## config.mk

```make
export PLATFORM = sky130hd
export DESIGN_NAME = imem_loader_flat
export DESIGN_NICKNAME = d
export VERILOG_FILES = /design/src/rtl/imem_loader_if.sv /design/src/rtl/imem_loader.sv /design/src/flat_wrapper.sv
export SDC_FILE = /design/constraint.sdc
export NUM_CORES = 1
export LEC_CHECK = 0
export ABC_CLOCK_PERIOD_IN_PS = 2200
export CORE_ASPECT_RATIO = 1.2
export CORE_MARGIN = 2
export CORE_UTILIZATION = 50
export CTS_CLUSTER_SIZE = 20
export DETAILED_ROUTE_END_ITERATION = 8
export PLACE_DENSITY = 0.77
export SLEW_MARGIN = 20
export SYNTH_ARGS = -nofsm -noshare
export SYNTH_HDL_FRONTEND = slang
export SYNTH_SLANG_ARGS = --single-unit
```

## constraint.sdc

```tcl
create_clock -name clk -period 2.2 [get_ports clk]
set_input_delay 0.22 -clock clk [delete_from_list [all_inputs] [get_ports clk]]
set_output_delay 0.22 -clock clk [all_outputs]
set_load 0.02 [all_outputs]
```

## src/rtl/imem_loader_if.sv

```systemverilog
// imem_loader_if: byte-stream input and instruction-memory write port of the boot loader.
//   rx_valid / rx_data / rx_ready : byte source handshake (transfer on valid && ready)
//   we / waddr / wdata            : single-cycle word write strobe, byte address, data
// Modport master is the loader side: it consumes the byte stream and drives the write port.
// Modport slave is the environment side: byte source plus memory.
interface imem_loader_if;
    logic        rx_valid;
    logic [7:0]  rx_data;
    logic        rx_ready;
    logic        we;
    logic [31:0] waddr;
    logic [31:0] wdata;

    modport master (
        input  rx_valid,
        input  rx_data,
        output rx_ready,
        output we,
        output waddr,
        output wdata
    );

    modport slave (
        output rx_valid,
        output rx_data,
        input  rx_ready,
        input  we,
        input  waddr,
        input  wdata
    );
endinterface

```

## src/rtl/imem_loader.sv

```systemverilog
// imem_loader: boot-time program loader for the instruction memory.
// Parses frames of the form SYNC, LEN_lo, LEN_hi, 4*N payload bytes, CSUM (XOR of payload),
// assembles little-endian words and writes them to instruction memory, then releases the
// core from reset once the checksum matches.
//   clk          : system clock, rising edge
//   rst          : synchronous active-high reset
//   bus          : byte stream in + memory write port (imem_loader_if.master)
//   core_rst     : reset to the core, high until a frame loads with a good checksum
//   done         : sticky, load complete and checksum good
//   err          : sticky, frame error (oversize length or checksum mismatch)
//   words_loaded : number of words written in this load
module imem_loader #(
    parameter int unsigned ADDR_WIDTH = 10,
    parameter logic [31:0] BASE_ADDR  = 32'h0000_0000,
    parameter logic [7:0]  SYNC_BYTE  = 8'hA5
) (
    input  logic                  clk,
    input  logic                  rst,
    imem_loader_if.master         bus,
    output logic                  core_rst,
    output logic                  done,
    output logic                  err,
    output logic [ADDR_WIDTH:0]   words_loaded
);

    typedef enum logic [2:0] {
        StSync,
        StLen0,
        StLen1,
        StData,
        StCsum,
        StDone,
        StErr
    } state_e;

    localparam logic [ADDR_WIDTH:0] WordInc = {{ADDR_WIDTH{1'b0}}, 1'b1};
    localparam logic [31:0]         MaxWords = 32'd1 << ADDR_WIDTH;

    state_e      state;
    logic [7:0]  len_lo;
    logic [15:0] len;
    logic [1:0]  byte_idx;
    logic [23:0] shift;     // first three bytes of the word being assembled, oldest at [7:0]
    logic [7:0]  csum;

    logic        accept;
    logic [15:0] len_next;
    logic        oversize;
    logic        last_word;
    logic [31:0] word_addr;

    // Ready depends on state (and reset) only, never on rx_valid.
    assign bus.rx_ready = ~rst & (state != StDone) & (state != StErr);
    assign accept       = bus.rx_valid & bus.rx_ready;

    assign len_next  = {bus.rx_data, len_lo};
    assign oversize  = {16'd0, len_next} > MaxWords;
    // words_loaded doubles as the index of the word currently being assembled.
    assign last_word = (32'(words_loaded) + 32'd1) == {16'd0, len};
    assign word_addr = BASE_ADDR + (32'(words_loaded) << 2);

    always_ff @(posedge clk) begin
        if (rst) begin
            state        <= StSync;
            bus.we       <= 1'b0;
            bus.waddr    <= 32'd0;
            bus.wdata    <= 32'd0;
            core_rst     <= 1'b1;
            done         <= 1'b0;
            err          <= 1'b0;
            words_loaded <= '0;
            len_lo       <= 8'd0;
            len          <= 16'd0;
            byte_idx     <= 2'd0;
            shift        <= 24'd0;
            csum         <= 8'd0;
        end else begin
            bus.we <= 1'b0;
            if (accept) begin
                case (state)
                    StSync: begin
                        if (bus.rx_data == SYNC_BYTE) begin
                            state <= StLen0;
                        end
                    end
                    StLen0: begin
                        len_lo <= bus.rx_data;
                        state  <= StLen1;
                    end
                    StLen1: begin
                        len <= len_next;
                        if (oversize) begin
                            state <= StErr;
                            err   <= 1'b1;
                        end else if (len_next == 16'd0) begin
                            state <= StCsum;
                        end else begin
                            state <= StData;
                        end
                    end
                    StData: begin
                        csum     <= csum ^ bus.rx_data;
                        shift    <= {bus.rx_data, shift[23:8]};
                        byte_idx <= byte_idx + 2'd1;
                        if (byte_idx == 2'd3) begin
                            // Write strobe and count become visible together next cycle,
                            // overlapping acceptance of the next word's first byte.
                            bus.wdata    <= {bus.rx_data, shift};
                            bus.waddr    <= word_addr;
                            bus.we       <= 1'b1;
                            words_loaded <= words_loaded + WordInc;
                            if (last_word) begin
                                state <= StCsum;
                            end
                        end
                    end
                    StCsum: begin
                        if (bus.rx_data == csum) begin
                            state    <= StDone;
                            done     <= 1'b1;
                            core_rst <= 1'b0;
                        end else begin
                            state <= StErr;
                            err   <= 1'b1;
                        end
                    end
                    default: begin
                        // StDone / StErr are terminal and never accept.
                    end
                endcase
            end
        end
    end

endmodule

```

## src/flat_wrapper.sv

```systemverilog
// flat-port wrapper written by rule: the top's interface ports become plain ports
module imem_loader_flat 
#(
    parameter int unsigned ADDR_WIDTH = 10,
    parameter logic [31:0] BASE_ADDR  = 32'h0000_0000,
    parameter logic [7:0]  SYNC_BYTE  = 8'hA5
)
  (clk, rst, core_rst, done, err, words_loaded, bus_rx_valid, bus_rx_data, bus_rx_ready, bus_we, bus_waddr, bus_wdata);
  imem_loader_if bus_i ();
  input  logic clk;
  input  logic rst;
  output logic core_rst;
  output logic done;
  output logic err;
  output logic [ADDR_WIDTH:0] words_loaded;
  input wire logic [$bits(bus_i.rx_valid)-1:0] bus_rx_valid;
  input wire logic [$bits(bus_i.rx_data)-1:0] bus_rx_data;
  output wire logic [$bits(bus_i.rx_ready)-1:0] bus_rx_ready;
  output wire logic [$bits(bus_i.we)-1:0] bus_we;
  output wire logic [$bits(bus_i.waddr)-1:0] bus_waddr;
  output wire logic [$bits(bus_i.wdata)-1:0] bus_wdata;
  assign bus_i.rx_valid = bus_rx_valid;
  assign bus_i.rx_data = bus_rx_data;
  assign bus_rx_ready = bus_i.rx_ready;
  assign bus_we = bus_i.we;
  assign bus_waddr = bus_i.waddr;
  assign bus_wdata = bus_i.wdata;
  imem_loader #(.ADDR_WIDTH(ADDR_WIDTH), .BASE_ADDR(BASE_ADDR), .SYNC_BYTE(SYNC_BYTE)) u_core (.clk(clk), .rst(rst), .bus(bus_i), .core_rst(core_rst), .done(done), .err(err), .words_loaded(words_loaded));
endmodule
```

==> metrics.md <==
| Metric | Value |
|---|---|
| CTS tree | `yes` |
| First-pass GRT wire length | `19300 um` |
| HP Start | `rst` |
| Worst R2R Setup Slack | `0.18 ns` |
| Layout Cells excl Fill | `814` |
| RSZ-0062 raised after global routing | `false` |
| WL/cell | `14.4 um` |
| Die area | `0.0108 sq mm` |
| Total GRT Usage | `23.1%` |
| Crit path max fanout | `9` |
| Top-area cell type share of the netlist area | `47.5%` |
| Htree depth | `4` |
| Reg-to-reg startpoint | `u_core.state[1]` |
| Number of buffers created by CTS | `17` |
| Slew HR | `57.8%` |
| Synth Register Bits | `119` |
| Initial antenna violation count | `0` |
| Congestion Overflow GR | `0` |
| Commonest cells in the netlist | `nand2_1, dfxtp_1, a21oi_1, nor2_1` |
| Post-Route Skew | `0.00658 ns` |
| Mux cell area share after synthesis | `4.79%` |
| Clock Latency Late Sink | `0.41 ns` |
| Mapped Cells | `598` |
| Chip Width | `95.4 um` |
| Routed WL | `11700 um` |
| HP Class | `input port to flip-flop` |
| Top-count cell post-synth | `nand2_1` |
| Warnings, synthesis | `0` |
| Final Cell Area | `0.00639 sq mm` |
| Clock-pin slew on the worst setup and hold paths | `0.05 ns` |
| Final setup vio count | `0` |
| R2R cell count | `7` |
| Number of global-route vias before repair | `4066` |
| Largest family of logic cells by synthesized area | `simple AND/OR/NAND/NOR gates` |
| Hold Fails Final Rpt | `0` |
| TritonRoute pass-1 iters | `5` |
| Longest Clk Path Bufs | `2` |
| Number of instances in the placed design | `783` |
| Initial core utilization | `50.6%` |
| Share of layout cells above drive strength 1 | `10.5%` |
| Reg-to-Reg End | `u_core.state[0]` |
| Period Utilization, post-route | `96.1%` |
| Kind of end point of the critical path | `primary output` |
| Leakage power | `0.00249 uW` |
| Synth Flop Type | `dfxtp_1` |
| Avg Cell Area, Syn | `8.38 sq um` |
| Residual DRC | `0` |
| CTS Hold Bufs | `0` |
| Clk sinks | `119` |
| Placed instance area | `0.00583 sq mm` |
| N_diodes | `0` |
| Crit path DAT | `1.89 ns` |
| Post-CTS Setup Bufs | `0` |
| Hold Crit Depth | `5` |
| EDFF count, synth | `0` |
| GPL Wtd Cong | `0.850` |
| Vias per inst | `5.25` |
| Largest area contributor in the netlist | `dfxtp_1` |
| Worst Tran Pin Value | `0.633 ns` |
| CP Class | `flip-flop to primary output` |
| Cts repair resizes | `0` |
| Vias | `4270` |
| Die H | `114 um` |
| Hpwl dp | `7970 um` |
| Area grow syn2layout | `27.6%` |
| 1st-iter DRT viols | `316` |
| IO Pins | `91` |
| Fraction of the mapped netlist area in simple logic gates | `21.2%` |
| Number of port buffers | `69` |
| Pin count of the biggest net entering global routing | `64` |
| Synth Area in XOR/XNOR | `8.21%` |
| Max-cap viol count | `0` |
| Ys async rst share | `0%` |
| Pins Over Slew Limit | `0` |
| Synth Area in Compound Gates | `10.4%` |
| Cell row count | `40` |
| Fmax | `0.473 GHz` |
| Synth Area in Adders | `0.499%` |
| Sequential fraction of the synthesis area | `47.5%` |
| Max IR drop VDD | `0.000636 V` |
| Critical Path RT | `1.98 ns` |
| Detail Route Antenna Nets | `0` |
| Worst Hold End | `u_core.state[1]` |
| Clock root cell | `clkbuf_16` |
| Synth unique cells | `43` |
| Synthesized area | `0.00501 sq mm` |
| Core box area | `0.00991 sq mm` |
| Synth area leaders | `dfxtp_1, nand2_1, a21oi_1, mux2i_1, xor2_1` |
| Status | `finished clean` |
| Startpoint types | `flip-flop` |
| Minimum clock period | `2.11 ns` |
| Final net count | `689` |
| Hold WS | `0.345 ns` |
| Power per cell area | `762 mW/mm^2` |
[power breakdown]
| group | switching [uW] | internal (uW) | leakage (uW) |
|---|---|---|---|
| logic | 102 | 41.7 | 0.00125 |
| registers | 0.447 | 2160 | 0.000958 |
| clock network | 919 | 1650 | 0.000277 |
| total | 1020 | 3850 | 0.00249 |
[cells by family (layout without fill, tap and decap cells)]
group / count (synthesis) / after routing
AO/OA/AOI/OAI: 91 / 91
XOR/XNOR: 47 / 47
adder cells (fa/ha/maj): 2 / 2
buffers and inverters: 65 / 135
flip-flops: 119 / 119
multiplexers: 24 / 24
other: 1 / 21
AND/OR/NAND/NOR: 249 / 249
[sequential cells by signal (all words and copies together) (netlist names)]
signal,cells
u_core.bus.we,1
u_core.core_rst,1
u_core.words_loaded,11
u_core.len,16
u_core.byte_idx,2
u_core.err,1
u_core.shift,24
u_core.done,1
u_core.bus.wdata,32
u_core.bus.waddr,11
u_core.state,3
u_core.len_lo,8
u_core.csum,8
[per-layer routing]
metal / share of wire (%) / GRT usage [%] / vias to the layer above
met5: 0 / 0 / -
met4: 3.5 / 12.2 / 0
met3: 5.6 / 6.27 / 38
met2: 51 / 38.4 / 151
met1: 39 / 26.8 / 1996
li1: - / - / 2085
[cell type report]
cell class | instances | area (sq um)
clock buffers | 22 | 484
clock inverters | 9 | 75.1
fillers | 792 | 3520
inverters | 5 | 18.8
multi-input cells | 434 | 2340
flip-flops and latches | 119 | 2380
well taps | 126 | 158
repair buffers | 99 | 938
[worst max-delay path by stage]
| stage | start | to | slack (ns) | depth (start not counted) |
|---|---|---|---|---|
| after detailed placement | bus_rx_data[3] | u_core.state[0] | -0.03 | 7 |
| final | u_core.state[1] | bus_rx_ready | 0.09 | 3 |
| after global placement | bus_rx_data[3] | u_core.state[1] | 0.05 | 7 |
| after global routing | u_core.state[1] | bus_rx_ready | 0.008 | 3 |
| after floorplan | u_core.words_loaded[0] | u_core.state[1] | 0.15 | 7 |
| after CTS | u_core.state[1] | bus_rx_ready | 0.07 | 3 |
[stage by stage]
step	total power, uW	setup WS, ns	util (%)	TNS (ns)
after floorplan	2320	0.154	-	0
after global placement	2340	0.0470	58.9	0
after detailed placement	2340	-0.0327	58.9	-0.0771
after CTS	4910	0.0740	64.5	0
after global routing	5030	0.00848	64.5	0
final	4870	0.0861	64.5	0
[worst max-delay path: stages (launching register included)]
cell and delay, ns:
dfxtp_1 0.51, xor2_1 0.11, a21oi_1 0.22, clkdlybuf4s50_1 0.64
[cell usage in the layout, fill, tap and decap left out, types with 6 or more instances in the layout]
cell type,Yosys,layout
clkdlybuf4s50_1,0,68
nor2_1,53,53
buf_4,25,29
dfxtp_1,119,119
nand2_1,153,153
mux2i_1,24,24
nor3_1,9,9
a21oi_1,75,75
clkinv_2,0,6
conb_1,1,21
nand3_1,10,10
xor2_1,25,25
xnor2_1,22,22
clkbuf_16,0,17
(Power assumes the default switching activity.)
